File: src/rtl/seq_det_pkg.sv
// Shared definitions for the parametrised Moore sequence detector.
//   state_w()           : state register width for a given pattern length
//   build_next_table()  : next-state lookup table built at elaboration
//                         (match advance + KMP fallback + post-match restart)
//   S_IDLE              : index of the "nothing matched" state
// Table layout: one ENT_W-bit entry per (state, din), at bit offset
// ({state, din}) * ENT_W, covering states 0..MAX_SEQ_W.
package seq_det_pkg;

  localparam int S_IDLE    = 0;
  localparam int MAX_SEQ_W = 16;
  localparam int ENT_W     = 5;
  localparam int TBL_W     = (MAX_SEQ_W + 1) * 2 * ENT_W;

  function automatic int state_w(input int seq_w);
    return $clog2(seq_w + 1);
  endfunction

  // Pattern bit i in arrival order (i = 0 is the first bit on din).
  function automatic logic pat_bit(input logic [MAX_SEQ_W-1:0] seq,
                                   input int seq_w, input int i);
    return seq[seq_w-1-i];
  endfunction

  // Longest pattern prefix that is a suffix of (first k pattern bits, d).
  // When d continues the pattern this naturally yields k+1.
  function automatic int longest_fallback(input logic [MAX_SEQ_W-1:0] seq,
                                          input int seq_w, input int k,
                                          input logic d);
    int   best;
    int   s_idx;
    logic ok;
    logic sb;
    best = 0;
    for (int len = 1; len <= k + 1; len++) begin
      ok = 1'b1;
      for (int j = 0; j < len; j++) begin
        s_idx = k + 1 - len + j;
        sb    = (s_idx == k) ? d : pat_bit(seq, seq_w, s_idx);
        if (pat_bit(seq, seq_w, j) != sb) ok = 1'b0;
      end
      if (ok) best = len;
    end
    return best;
  endfunction

  // Longest proper border: prefix of length < seq_w equal to a suffix.
  function automatic int longest_border(input logic [MAX_SEQ_W-1:0] seq,
                                        input int seq_w);
    int   best;
    logic ok;
    best = 0;
    for (int len = 1; len < seq_w; len++) begin
      ok = 1'b1;
      for (int j = 0; j < len; j++) begin
        if (pat_bit(seq, seq_w, j) != pat_bit(seq, seq_w, seq_w - len + j)) ok = 1'b0;
      end
      if (ok) best = len;
    end
    return best;
  endfunction

  function automatic logic [TBL_W-1:0] build_next_table(input logic [MAX_SEQ_W-1:0] seq,
                                                        input int seq_w,
                                                        input int overlap);
    logic [TBL_W-1:0] tbl;
    int               src;
    tbl = '0;
    for (int k = 0; k < seq_w; k++) begin
      for (int d = 0; d < 2; d++) begin
        tbl[(k*2+d)*ENT_W +: ENT_W] = ENT_W'(longest_fallback(seq, seq_w, k, 1'(d)));
      end
    end
    // The match state behaves like the border state (overlap) or like S0
    // (restart) for the bit that follows it.
    src = (overlap != 0) ? longest_border(seq, seq_w) : S_IDLE;
    for (int d = 0; d < 2; d++) begin
      tbl[(seq_w*2+d)*ENT_W +: ENT_W] = tbl[(src*2+d)*ENT_W +: ENT_W];
    end
    return tbl;
  endfunction

endpackage

File: src/rtl/seq_next_state.sv
// Combinational next-state lookup for the Moore sequence detector.
// Ports:
//   state      : current state index
//   din        : serial data bit being sampled
//   next_state : state after consuming din
// Encodings above SEQ_W are unreachable; they map to S_IDLE.
module seq_next_state
  import seq_det_pkg::*;
#(
  parameter int             SEQ_W   = 4,
  parameter logic [SEQ_W-1:0] SEQ   = 4'b1011,
  parameter int             OVERLAP = 1
) (
  input  logic [state_w(SEQ_W)-1:0] state,
  input  logic                      din,
  output logic [state_w(SEQ_W)-1:0] next_state
);

  localparam int               SW       = state_w(SEQ_W);
  localparam logic [SW-1:0]    S_MATCH  = SW'(SEQ_W);
  localparam logic [TBL_W-1:0] NEXT_TBL = build_next_table(MAX_SEQ_W'(SEQ), SEQ_W, OVERLAP);

  always_comb begin
    next_state = SW'(S_IDLE);
    if (state <= S_MATCH) begin
      next_state = SW'(NEXT_TBL[{state, din} * ENT_W +: ENT_W]);
    end
  end

endmodule

File: src/rtl/moore_seq_detector.sv
// Parametrised Moore serial pattern detector (pattern MSB arrives first).
// Ports:
//   clk       : rising-edge clock
//   rst       : synchronous active-high reset (dominates en)
//   en        : sample enable; din is consumed only when high
//   din       : serial data bit
//   dout      : high while the detector sits in the match state S[SEQ_W]
//   state     : current state index (debug visibility)
//   match_cnt : saturating count of entries into the match state
// Build option: MOORE_SEQ_DET_COUNT_EN includes the match counter; without
// it match_cnt is tied to zero and no counter flops exist.
module moore_seq_detector
  import seq_det_pkg::*;
#(
  parameter int               SEQ_W   = 4,
  parameter logic [SEQ_W-1:0] SEQ     = 4'b1011,
  parameter int               OVERLAP = 1,
  parameter int               CNT_W   = 8
) (
  input  logic                      clk,
  input  logic                      rst,
  input  logic                      en,
  input  logic                      din,
  output logic                      dout,
  output logic [state_w(SEQ_W)-1:0] state,
  output logic [CNT_W-1:0]          match_cnt
);

  localparam int            SW      = state_w(SEQ_W);
  localparam logic [SW-1:0] S_MATCH = SW'(SEQ_W);

  logic [SW-1:0] next_state;

  seq_next_state #(
    .SEQ_W  (SEQ_W),
    .SEQ    (SEQ),
    .OVERLAP(OVERLAP)
  ) u_next (
    .state     (state),
    .din       (din),
    .next_state(next_state)
  );

  // dout is registered in lockstep with state so it always equals
  // (state == S_MATCH) without a decode after the flop.
  always_ff @(posedge clk) begin
    if (rst) begin
      state <= SW'(S_IDLE);
      dout  <= 1'b0;
    end else if (en) begin
      state <= next_state;
      dout  <= (next_state == S_MATCH);
    end
  end

`ifdef MOORE_SEQ_DET_COUNT_EN
  always_ff @(posedge clk) begin
    if (rst) begin
      match_cnt <= '0;
    end else if (en && (next_state == S_MATCH) && (match_cnt != '1)) begin
      match_cnt <= match_cnt + CNT_W'(1);
    end
  end
`else
  assign match_cnt = '0;
`endif

endmodule
File: config.mk
export PLATFORM = sky130hd
export DESIGN_NAME = moore_seq_detector
export DESIGN_NICKNAME = d
export VERILOG_FILES = /design/src/rtl/seq_det_pkg.sv /design/src/rtl/seq_next_state.sv /design/src/rtl/moore_seq_detector.sv
export SDC_FILE = /design/constraint.sdc
export NUM_CORES = 1
export LEC_CHECK = 0
export BUFFER_PORTS_ARGS = -buffer_cell sky130_fd_sc_hd__buf_2
export CORE_AREA = 2 2 39 41
export DETAILED_ROUTE_END_ITERATION = 8
export DIE_AREA = 0 0 41 43
export PLACE_DENSITY_LB_ADDON = 0.08
export SLEW_MARGIN = 0
export SYNTH_ARGS = -nofsm -noshare
export SYNTH_HDL_FRONTEND = slang
export SYNTH_SLANG_ARGS = --single-unit
export TNS_END_PERCENT = 1
File: constraint.sdc
create_clock -name clk -period 1.15 [get_ports clk]
set_input_delay 0.115 -clock clk [delete_from_list [all_inputs] [get_ports clk]]
set_output_delay 0.115 -clock clk [all_outputs]
set_load 0.1 [all_outputs]
==> tab_implementation.tex <==
\begin{tabular}{lr}
\hline
Metric & Value \\
\hline
\multicolumn{2}{l}{\textbf{STA}} \\
\quad Crit share post-route & 0.949 \\
\quad Clock tree skew after final layout & 0.00614 ns \\
\quad Setup violations, final & 0 \\
\quad Number of failing hold endpoints at the final stage & 0 \\
\quad Fmax & 916 MHz \\
\quad Summed negative setup slack over all endpoints & 0 ns \\
\quad Unrepaired setup endpoints after global routing & true \\
\quad Number of pins exceeding their max-slew limit in the final report & 0 \\
\quad Final critical-path required period & between 1 and 1.5 ns \\
\multicolumn{2}{l}{\textbf{Die}} \\
\quad Die Span X & 41 um \\
\quad Number of core rows & 14 \\
\quad Die footprint & between 0.0015 and 0.002 sq mm \\
\quad Starting utilization of the core area & 0.234 \\
\quad Core outline area & 0.00138 sq mm \\
\quad Io pins & 16 \\
\quad Die height & $\sim$43 um \\
\multicolumn{2}{l}{\textbf{Logic synthesis}} \\
\quad Largest family of logic cells by synthesized area & simple AND/OR/NAND/NOR gates \\
\quad Ys async rst share & 0 \\
\quad Share of Yosys cell area claimed by the top area cell type & 0.247 \\
\quad Mean post-synth cell area & approximately 8.3 sq um \\
\quad Cell taking the most area after synthesis & dfxtp\_1 \\
\quad Synth Flop Type & dfxtp\_1 \\
\quad Simple-gate share of the synthesized area & 0.220 \\
\quad Synth Instances & 39 \\
\quad Fraction of the mapped netlist area in adder cells & 0.154 \\
\quad Top cells by area in the synthesized netlist & dfxtp\_1 25\%, buf\_4 19\%, ha\_1 15\%, nor2\_1 3.5\%, a21oi\_1 3.1\% \\
\quad Count of unique library cells instantiated by Yosys & 22 \\
\quad Post-synthesis xor/xnor area fraction & 0 \\
\quad Synth cell count leaders & 8 x buf\_4, 4 x dfxtp\_1, 4 x ha\_1 \\
\quad Number of warnings printed during yosys synthesis & 0 \\
\quad Synthesized cell area & approximately 320 sq um \\
\quad Most common cell in the netlist & buf\_4 \\
\quad Flops \& latches, synth & 4 \\
\quad Number of enable flip-flop cells after synthesis & 0 \\
\quad Fraction of synthesized area in multiplexers & 0.0309 \\
\quad Seq/Total Area, Yosys & 0.247 \\
\quad Post-synthesis compound-gate area fraction & 0.116 \\
\multicolumn{2}{l}{\textbf{Power and ir drop}} \\
\quad Leakage & $\sim$0.00022 uW \\
\quad Areal power density over the cells & $\sim$1200 mW/mm\^{}2 \\
\quad IR drop worst, VDD & 0.810 mV \\
\multicolumn{2}{l}{\textbf{Drt}} \\
\quad Average detailed-routed wire length per instance & $\sim$9.9 um \\
\quad Routed Wire Length & approximately 660 um \\
\quad Via count & between 200 and 300 \\
\quad Post-detailed-route count of antenna-violating nets & 0 \\
\quad Detailed Route Iter0 Violations & 2 \\
\quad DRC viols & 0 \\
\quad Router iterations before antenna repair & 2 \\
\quad Routed via count divided by cell count & approximately 4.2 \\
\multicolumn{2}{l}{\textbf{Cells and area}} \\
\quad Share of final-layout standard cells stronger than drive strength 1 & 0.373 \\
\quad Post-layout util & 0.344 \\
\quad Final \#Nets & 60 \\
\quad Fillers & 157 \\
\quad Signed area change from the synthesized netlist to the final layout & 46.7\% \\
\quad Cell Count, Final, Fillers Out & 67 \\
\quad Number of inserted diodes & 0 \\
\multicolumn{2}{l}{\textbf{Placement}} \\
\quad Number of placed cells counting well taps & 62 \\
\quad Input/output buffers & 7 \\
\quad Placer Congestion & between 0.7 and 0.8 \\
\quad Detailed placer's ending HPWL & approximately 550 um \\
\multicolumn{2}{l}{\textbf{Clock network}} \\
\quad Clock H-tree levels & 1 \\
\quad TritonCTS clock tree & yes \\
\quad Num Clock Sinks & 4 \\
\quad Clock buffers created by TritonCTS & 3 \\
\quad Number of buffers added to fix hold violations after cts & 0 \\
\quad Clock Latency Late Sink & $\sim$0.24 ns \\
\quad Clock slew at reported path FFs & $\sim$0.04 ns \\
\quad Root cell of the clock tree & clkbuf\_4 \\
\quad Buffer depth of the longest clock path & 2 \\
\multicolumn{2}{l}{\textbf{Global routing}} \\
\quad Global routing usage summed across all routing layers & 0.0913 \\
\quad GR Layer Usage met1 & 0.103 \\
\quad Number of antenna violations at the first check in global routing & 0 \\
\quad M2 GR Usage & 0.138 \\
\quad First-pass GRT wire length & between 1000 and 1500 um \\
\quad Vias in the first global route & 263 \\
\quad Layer carrying the most global-route usage & met2 \\
\quad Total overflow reported by the global router & 0 \\
\quad Maximum number of pins on one net before global-route repair & 10 \\
\quad Global-route met3 utilization & 0.0471 \\
\multicolumn{2}{l}{\textbf{Run}} \\
\quad Max-capacitance violation count & 0 \\
\multicolumn{2}{l}{\textbf{Worst hold path}} \\
\quad Path class of the lowest-slack min-delay path & primary input to flip-flop \\
\multicolumn{2}{l}{\textbf{Run status}} \\
\quad Status & completed \\
\multicolumn{2}{l}{\textbf{Setup path}} \\
\quad Largest driver fanout on the critical path & 7 \\
\quad Data arrival time of the worst path & $\sim$1.2 ns \\
\quad Required time worst endpoint & approximately 1.3 ns \\
\quad Startpoint kind of the worst setup timing path & flip-flop \\
\quad Class of the most critical setup path & flip-flop to flip-flop \\
\quad Category of the worst setup path capture point & flip-flop \\
\hline
\end{tabular}
[logic make-up after synthesis]
family | Yosys count
AO/OA/AOI/OAI | 6
buffers and inverters | 11
flip-flops | 4
other | 1
adder cells (fa/ha/maj) | 4
multiplexers | 1
AND/OR/NAND/NOR | 12
[cells in the final DEF (no fill, tap or decap)]
cell	synthesis	routed
a211o_1	1	1
a21oi_1	2	2
a311oi_1	1	1
and2b_1	1	1
and3b_2	1	1
buf_12	0	4
buf_2	0	3
buf_4	8	2
clkbuf_1	0	1
clkbuf_4	0	3
clkinv_1	1	1
conb_1	1	8
dfxtp_1	4	1
dfxtp_2	0	1
dfxtp_4	0	2
ha_1	4	3
ha_4	0	1
inv_1	2	1
inv_4	0	1
mux2i_1	1	1
nand2_1	1	1
nand2b_1	1	1
nand3_1	1	1
nand3b_1	1	1
nor2_1	3	3
nor2b_1	1	1
nor3b_2	0	1
o21ai_1	1	2
or3_1	1	1
[path summary, 6_finish.rpt]
path / slack [ns] / to / cells after the start / startpoint
max reg2reg: 0.06 / state[1] / 5 / state[0]
min reg2reg: 0.50 / dout / 2 / dout
min: 0.08 / state[2] / 2 / rst
max: 0.06 / state[1] / 5 / state[0]
[power breakdown]
part / switching (uW) / internal [uW] / total (uW)
Clock: 62.6 / 131 / 193
Sequential: 7.54 / 141 / 148
Combinational: 170 / 40.8 / 210
[routing by layer]
metal | share of wire | vias up
li1 | - | 141
met1 | 0.42 | 132
met2 | 0.53 | 10
met3 | 0.054 | 0
met4 | 0 | 0
met5 | 0 | -
[worst max-delay path, cell delays in order, from the launching register on]
cell	delay [ns]
dfxtp_4	0.38
inv_4	0.05
ha_4	0.21
and2b_1	0.15
o21ai_1	0.11
a21oi_1	0.07
[registers in the layout, indices dropped and copies added, names as in the netlist]
| signal | count |
|---|---|
| dout | 1 |
| state | 3 |
[area by class of cell]
class                           instances  area, sq um  area share
Multi-Input combinational cell         31          216       0.455
Timing Repair Buffer                    9          110       0.232
Sequential cell                         4         88.8       0.187
Clock buffer                            4         26.3      0.0553
Tap cell                               16         20.0      0.0421
Inverter                                3         13.8      0.0289
[repair_timing]
item | in CTS | in global routing
buffers inserted | 0 | 1
endpoints found under the setup margin | 0 | 2
resized for setup | 0 | 2
[through the flow]
stage	setup WS (ns)	total power (uW)	hold WS, ns	instance area [sq um]
floorplan	-0.127	339	0.177	372
finish	0.0587	552	0.0758	475
global placement	0.0316	356	0.323	434
detailed placement	0.0307	356	0.323	434
global route	-0.0125	587	0.0764	475
CTS	0.0114	555	0.0688	460
No activity file was read; power rests on OpenSTA's default activity.
